**src/rtl/fifo_pkg.sv**
```systemverilog
// Shared FIFO definitions: default sizing, address-width derivation, and the
// Gray/binary conversion helpers used by the read and write pointer controllers.
package fifo_pkg;

  localparam int unsigned FIFO_DATA_WIDTH = 8;
  localparam int unsigned FIFO_DEPTH      = 8;

  // Memory address width for a power-of-two depth
  function automatic int unsigned fifo_addr_width(input int unsigned depth);
    return $clog2(depth);
  endfunction

  // Binary to Gray on a 32-bit container; callers narrow the result
  function automatic logic [31:0] bin2gray(input logic [31:0] bin);
    return bin ^ (bin >> 1);
  endfunction

  // Gray to binary on a 32-bit container; zero upper bits do not disturb the prefix XOR
  function automatic logic [31:0] gray2bin(input logic [31:0] gray);
    logic [31:0] bin;
    bin = '0;
    for (int i = 0; i < 32; i++) begin
      bin[i] = ^(gray >> i);
    end
    return bin;
  endfunction

endpackage

```
**src/rtl/fifo_rd_ctrl_if.sv**
```systemverilog
// Read-side FIFO bus: pop request, synchronized write pointer and memory data in;
// read address, Gray read pointer, flags, level and popped word out.
//   master : the FIFO top / memory side that requests pops and supplies data
//   slave  : the read pointer controller
interface fifo_rd_ctrl_if
  import fifo_pkg::*;
#(
  parameter int unsigned DATA_WIDTH = FIFO_DATA_WIDTH,
  parameter int unsigned DEPTH      = FIFO_DEPTH
);

  localparam int unsigned ADDR_WIDTH = fifo_addr_width(DEPTH);
  localparam int unsigned PTR_WIDTH  = ADDR_WIDTH + 1;

  logic                  R_inc;
  logic [PTR_WIDTH-1:0]  sync_gray_wptr;
  logic [DATA_WIDTH-1:0] rd_mem_data;
  logic [ADDR_WIDTH-1:0] R_addr;
  logic [PTR_WIDTH-1:0]  gray_rd_ptr;
  logic                  empty;
  logic [DATA_WIDTH-1:0] rd_data;
  logic                  rd_valid;
  logic                  rd_underflow;
  logic [PTR_WIDTH-1:0]  rd_level;

  modport master (
    output R_inc, sync_gray_wptr, rd_mem_data,
    input  R_addr, gray_rd_ptr, empty, rd_data, rd_valid, rd_underflow, rd_level
  );

  modport slave (
    input  R_inc, sync_gray_wptr, rd_mem_data,
    output R_addr, gray_rd_ptr, empty, rd_data, rd_valid, rd_underflow, rd_level
  );

endinterface

```
**src/rtl/fifo_gray2bin.sv**
```systemverilog
// Parameterized Gray-to-binary converter.
//   i_gray : Gray-coded value, W bits
//   o_bin  : binary value, W bits (bit i is the XOR of Gray bits W-1..i)
module fifo_gray2bin #(
  parameter int unsigned W = 4
) (
  input  logic [W-1:0] i_gray,
  output logic [W-1:0] o_bin
);

  always_comb begin
    o_bin = '0;
    for (int i = 0; i < int'(W); i++) begin
      o_bin[i] = ^(i_gray >> i);
    end
  end

endmodule

```
**src/rtl/fifo_rd_ctrl.sv**
```systemverilog
// Read-domain pointer and flag controller of the asynchronous FIFO.
//   R_CLK, R_RST   : read clock, asynchronous active-low reset
//   bus (slave)    : R_inc pop request, sync_gray_wptr, rd_mem_data in;
//                    R_addr, gray_rd_ptr, empty, rd_data, rd_valid,
//                    rd_underflow, rd_level out
module fifo_rd_ctrl
  import fifo_pkg::*;
#(
  parameter int unsigned DATA_WIDTH = FIFO_DATA_WIDTH,
  parameter int unsigned DEPTH      = FIFO_DEPTH
) (
  input  logic           R_CLK,
  input  logic           R_RST,
  fifo_rd_ctrl_if.slave  bus
);

  localparam int unsigned ADDR_WIDTH = fifo_addr_width(DEPTH);
  localparam int unsigned PTR_WIDTH  = ADDR_WIDTH + 1;

  logic [PTR_WIDTH-1:0]  r_bn_rd_ptr;
  logic [PTR_WIDTH-1:0]  r_gray_rd_ptr;
  logic [DATA_WIDTH-1:0] r_rd_data;
  logic                  r_rd_valid;
  logic                  r_rd_underflow;

  logic [PTR_WIDTH-1:0]  w_comb_gray;
  logic [PTR_WIDTH-1:0]  w_wptr_bin;
  logic                  w_empty;
  logic                  w_pop;

  // Gray form of the live read pointer; compared against the synchronized write pointer
  assign w_comb_gray = PTR_WIDTH'(bin2gray(32'(r_bn_rd_ptr)));
  assign w_empty     = (w_comb_gray == bus.sync_gray_wptr);
  assign w_pop       = bus.R_inc && !w_empty;

  fifo_gray2bin #(
    .W (PTR_WIDTH)
  ) u_wptr_g2b (
    .i_gray (bus.sync_gray_wptr),
    .o_bin  (w_wptr_bin)
  );

  // Pointer, popped word and strobes; strobes fall back to zero on every non-event cycle
  always_ff @(posedge R_CLK or negedge R_RST) begin
    if (!R_RST) begin
      r_bn_rd_ptr    <= '0;
      r_gray_rd_ptr  <= '0;
      r_rd_data      <= '0;
      r_rd_valid     <= 1'b0;
      r_rd_underflow <= 1'b0;
    end else begin
      r_gray_rd_ptr  <= w_comb_gray;
      r_rd_valid     <= w_pop;
      r_rd_underflow <= bus.R_inc && w_empty;
      if (w_pop) begin
        r_bn_rd_ptr <= r_bn_rd_ptr + PTR_WIDTH'(1);
        r_rd_data   <= bus.rd_mem_data;
      end
    end
  end

  assign bus.R_addr       = r_bn_rd_ptr[ADDR_WIDTH-1:0];
  assign bus.gray_rd_ptr  = r_gray_rd_ptr;
  assign bus.empty        = w_empty;
  assign bus.rd_data      = r_rd_data;
  assign bus.rd_valid     = r_rd_valid;
  assign bus.rd_underflow = r_rd_underflow;
  // Lagging write pointer makes this a conservative occupancy
  assign bus.rd_level     = w_wptr_bin - r_bn_rd_ptr;

endmodule

```
**src/flat_wrapper.sv**
```systemverilog
// flat-port wrapper written by rule: the top's interface ports become plain ports
module fifo_rd_ctrl_flat import fifo_pkg::*;
#(
  parameter int unsigned DATA_WIDTH = FIFO_DATA_WIDTH,
  parameter int unsigned DEPTH      = FIFO_DEPTH
)
  (R_CLK, R_RST, bus_R_inc, bus_sync_gray_wptr, bus_rd_mem_data, bus_R_addr, bus_gray_rd_ptr, bus_empty, bus_rd_data, bus_rd_valid, bus_rd_underflow, bus_rd_level);
  fifo_rd_ctrl_if #(.DATA_WIDTH(DATA_WIDTH), .DEPTH(DEPTH)) bus_i ();
  input  logic R_CLK;
  input  logic R_RST;
  input wire logic [$bits(bus_i.R_inc)-1:0] bus_R_inc;
  input wire logic [$bits(bus_i.sync_gray_wptr)-1:0] bus_sync_gray_wptr;
  input wire logic [$bits(bus_i.rd_mem_data)-1:0] bus_rd_mem_data;
  output wire logic [$bits(bus_i.R_addr)-1:0] bus_R_addr;
  output wire logic [$bits(bus_i.gray_rd_ptr)-1:0] bus_gray_rd_ptr;
  output wire logic [$bits(bus_i.empty)-1:0] bus_empty;
  output wire logic [$bits(bus_i.rd_data)-1:0] bus_rd_data;
  output wire logic [$bits(bus_i.rd_valid)-1:0] bus_rd_valid;
  output wire logic [$bits(bus_i.rd_underflow)-1:0] bus_rd_underflow;
  output wire logic [$bits(bus_i.rd_level)-1:0] bus_rd_level;
  assign bus_i.R_inc = bus_R_inc;
  assign bus_i.sync_gray_wptr = bus_sync_gray_wptr;
  assign bus_i.rd_mem_data = bus_rd_mem_data;
  assign bus_R_addr = bus_i.R_addr;
  assign bus_gray_rd_ptr = bus_i.gray_rd_ptr;
  assign bus_empty = bus_i.empty;
  assign bus_rd_data = bus_i.rd_data;
  assign bus_rd_valid = bus_i.rd_valid;
  assign bus_rd_underflow = bus_i.rd_underflow;
  assign bus_rd_level = bus_i.rd_level;
  fifo_rd_ctrl #(.DATA_WIDTH(DATA_WIDTH), .DEPTH(DEPTH)) u_core (.R_CLK(R_CLK), .R_RST(R_RST), .bus(bus_i));
endmodule
```
**config.mk**
```make
export PLATFORM = sky130hd
export DESIGN_NAME = fifo_rd_ctrl_flat
export DESIGN_NICKNAME = d
export VERILOG_FILES = /design/src/rtl/fifo_pkg.sv /design/src/rtl/fifo_rd_ctrl_if.sv /design/src/rtl/fifo_gray2bin.sv /design/src/rtl/fifo_rd_ctrl.sv /design/src/flat_wrapper.sv
export SDC_FILE = /design/constraint.sdc
export NUM_CORES = 1
export LEC_CHECK = 0
export ABC_AREA = 1
export CORE_UTILIZATION = 39
export CTS_CLUSTER_DIAMETER = 200
export DETAILED_ROUTE_END_ITERATION = 8
export PLACE_DENSITY_LB_ADDON = 0.05
export SYNTH_ARGS = -nofsm -noshare
export SYNTH_HDL_FRONTEND = slang
export SYNTH_SLANG_ARGS = --single-unit
export TNS_END_PERCENT = 50
```
**constraint.sdc**
```tcl
create_clock -name R_CLK -period 1.9 [get_ports R_CLK]
set_clock_uncertainty 0.05 [all_clocks]
set_input_delay 0.38 -clock R_CLK [delete_from_list [all_inputs] [get_ports R_CLK]]
set_output_delay 0.38 -clock R_CLK [all_outputs]
set_load 0.05 [all_outputs]
```
==> results.yml <==
critical_path:
  worstPathMaxFanout: 3
  worstPathRequired_ps: 1470
  start_kind: "primary input"
  critical_path_class: "in2out"
  reg2regPathDepth: 11
  arrival_ps: 1790
  cp-end-kind: "output pin"
cells_and_area:
  area_growth_pct: 74.2
  final_common_cell: "nand2_1"
  final_layout_size_suffix_gt1_frac: 0.424
  mostFrequentLayoutCells: "nand2_1, buf_4, dfrtp_1, clkdlybuf4s50_1, nand3_1"
  diodes: 0
  nNetsFinal: 187
global_route:
  first_global_vias: 770
  grt_max_degree: 19
  antenna_found_initial: 0
  grt-ovfl-total: 0
  grt_usage: 0.172
  grt_first_pass_wirelength_mm: 3.37
route:
  detail_route.first_pass.iterations: 4
  wl_mm: 2.32
  wire_per_inst_um: 12.0
  num_vias: 869
  drc_errors: 0
  dr.first_iter.drc_count: 5
  ant_nets: 0
  via_per_inst: 4.50
timing:
  tns_ps: -1110
  worst_pin_slew_ps: 500
  hold_viol: 0
  slew_headroom: 0.666
  fin_crit_sh: 1.17
  setup_violations: 4
  rsz0062_at_grt: "yes"
  slew_viol_final: 0
  max_freq_mhz: 450
  period_minus_slack_ps: 2220
  fin_ws_ps: -323
floorplan:
  pin_count: 37
  initial_utilization: 0.426
  die-area_mm2: 0.00269
  die_h_um: 51.9
  num_rows: 17
  fp.dieW_um: 51.9
  core-area_mm2: 0.00228
placed_design:
  hpwl_mm: 1.56
  io_buffers: 36
  dp_slack_ps: -925
  gp_congestion: 0.800
outcome:
  outcome: "finished with violations"
  violations: "negative setup slack"
synthesis:
  ys_top_cells_by_area: "dfrtp_1, nand2_1, ha_1"
  synth_top_area_cell: "dfrtp_1"
  syn_area_per_cell_um2: 8.74
  yosys_warnings: 0
  synth_fp_nets: 132
  yosysTopAreaCellShare: 0.465
  synthDistinctLibCells: 18
  ys_seq_elements: 18
  synthCells: 111
  yosysSeqAreaShare: 0.465
  synth.cell_area_um2: 970
min_path:
  hold_path_class: "in2async"
clock_tree:
  clkTransAtPathRegs_ps: 100
  cts_buffer_depth: 2
  clkLatencyLatePin_ps: 290
  cts_tree: "built"
  cts_buffers: 3
  cts_root_buf: "clkbuf_4"
  htree_levels: 1
  cts.sinks: 18
power:
  power_uw: 3270
  power_density_mw_per_mm2: 1940
  leakagePower_uw: 0.000882
  ir_worst_vdd_mv: 1.92
flow_run:
  drv_cap: 0
cell type report:
| cell class | instances | area [µm²] |
|---|---|---|
| Clock buffer | 4 | 36.3 |
| Fill cell | 163 | 587 |
| Inverter | 15 | 56.3 |
| Multi-Input combinational cell | 72 | 574 |
| Sequential cell | 18 | 454 |
| Tap cell | 28 | 35.0 |
| Timing Repair Buffer | 56 | 533 |
worst paths after layout:
kind | start | end | slack, ps
worst max-delay path | bus_sync_gray_wptr[3] | bus_rd_level[1] | -320
worst max register to register | u_core.r_bn_rd_ptr[1]$_DFFE_PN0P_ | u_core.bus.rd_data[2]$_DFFE_PN0P_ | 140
worst min-delay path | R_RST | u_core.bus.gray_rd_ptr[1]$_DFF_PN0_ | 360
min in group R_CLK | u_core.bus.rd_data[4]$_DFFE_PN0P_ | u_core.bus.rd_data[4]$_DFFE_PN0P_ | 420
max in group asynchronous | R_RST | u_core.r_bn_rd_ptr[0]$_DFFE_PN0P_ | 1230
worst min register to register | u_core.bus.rd_data[4]$_DFFE_PN0P_ | u_core.bus.rd_data[4]$_DFFE_PN0P_ | 420
logic make-up (layout without fill, tap and decap cells):
group	after synthesis	after routing	share of synthesized area
buffers and inverters	21	75	0.108
and+or+nand+nor	55	55	0.250
adders and majority gates	6	6	0.0852
AOI/OAI and AO/OA	2	2	0.0103
xor gates and xnor gates	9	9	0.0813
DFF	18	18	0.465
synthesized netlist by cell type:
cell type,count
o21ai_0,1
nand2_2,1
a21oi_1,1
nand2_4,2
nand2_1,37
xor2_1,5
nand3b_1,1
inv_2,1
clkbuf_1,1
fa_1,1
buf_6,2
ha_1,5
nand3_1,12
inv_1,14
nor2_1,2
buf_4,3
xnor2_1,4
dfrtp_1,18
critical path, stage by stage:
cell and delay, ps:
buf_8 110, xor2_4 220, xnor2_1 140, inv_1 80, ha_4 160, fa_2 520, inv_2 50, buf_12 140
per-stage QoR:
step | std cells | utilization | hold WS [ps] | cell area [µm²]
6_report | 193 | 0.742 | 360 | 1690
5_1_grt | 193 | 0.742 | 370 | 1690
4_1_cts | 189 | 0.693 | 362 | 1580
3_5_place_dp | 183 | 0.658 | 409 | 1500
3_3_place_gp | 183 | 0.658 | 403 | 1500
2_1_floorplan | 111 | - | 34.4 | 1040
state kept, by name (all words and copies together) (netlist names):
| register | count |
|---|---|
| u_core.bus.rd_data | 8 |
| u_core.bus.gray_rd_ptr | 4 |
| u_core.r_bn_rd_ptr | 4 |
| u_core.bus.rd_underflow | 1 |
| u_core.bus.rd_valid | 1 |
routing by layer:
layer,vias up,wire length (µm),GRT usage
li1,441,-,-
met1,401,1000,0.219
met2,22,1180,0.276
met3,5,120,0.0556
met4,0,16,0.0541
met5,-,0,0
power breakdown:
group	switching (µW)	internal (µW)
logic	1360	1060
clock network	115	117
registers	104	515
total	1580	1690
what timing repair did:
action | CTS | global route
setup buffers | 2 | 6
gates resized for setup | 29 | 18
endpoints found under the hold margin | 0 | 0
pin swaps | 5 | 11
hold buffers | 0 | 0
endpoints found under the setup margin | 5 | 19
Power figures use the tool's default switching activity.
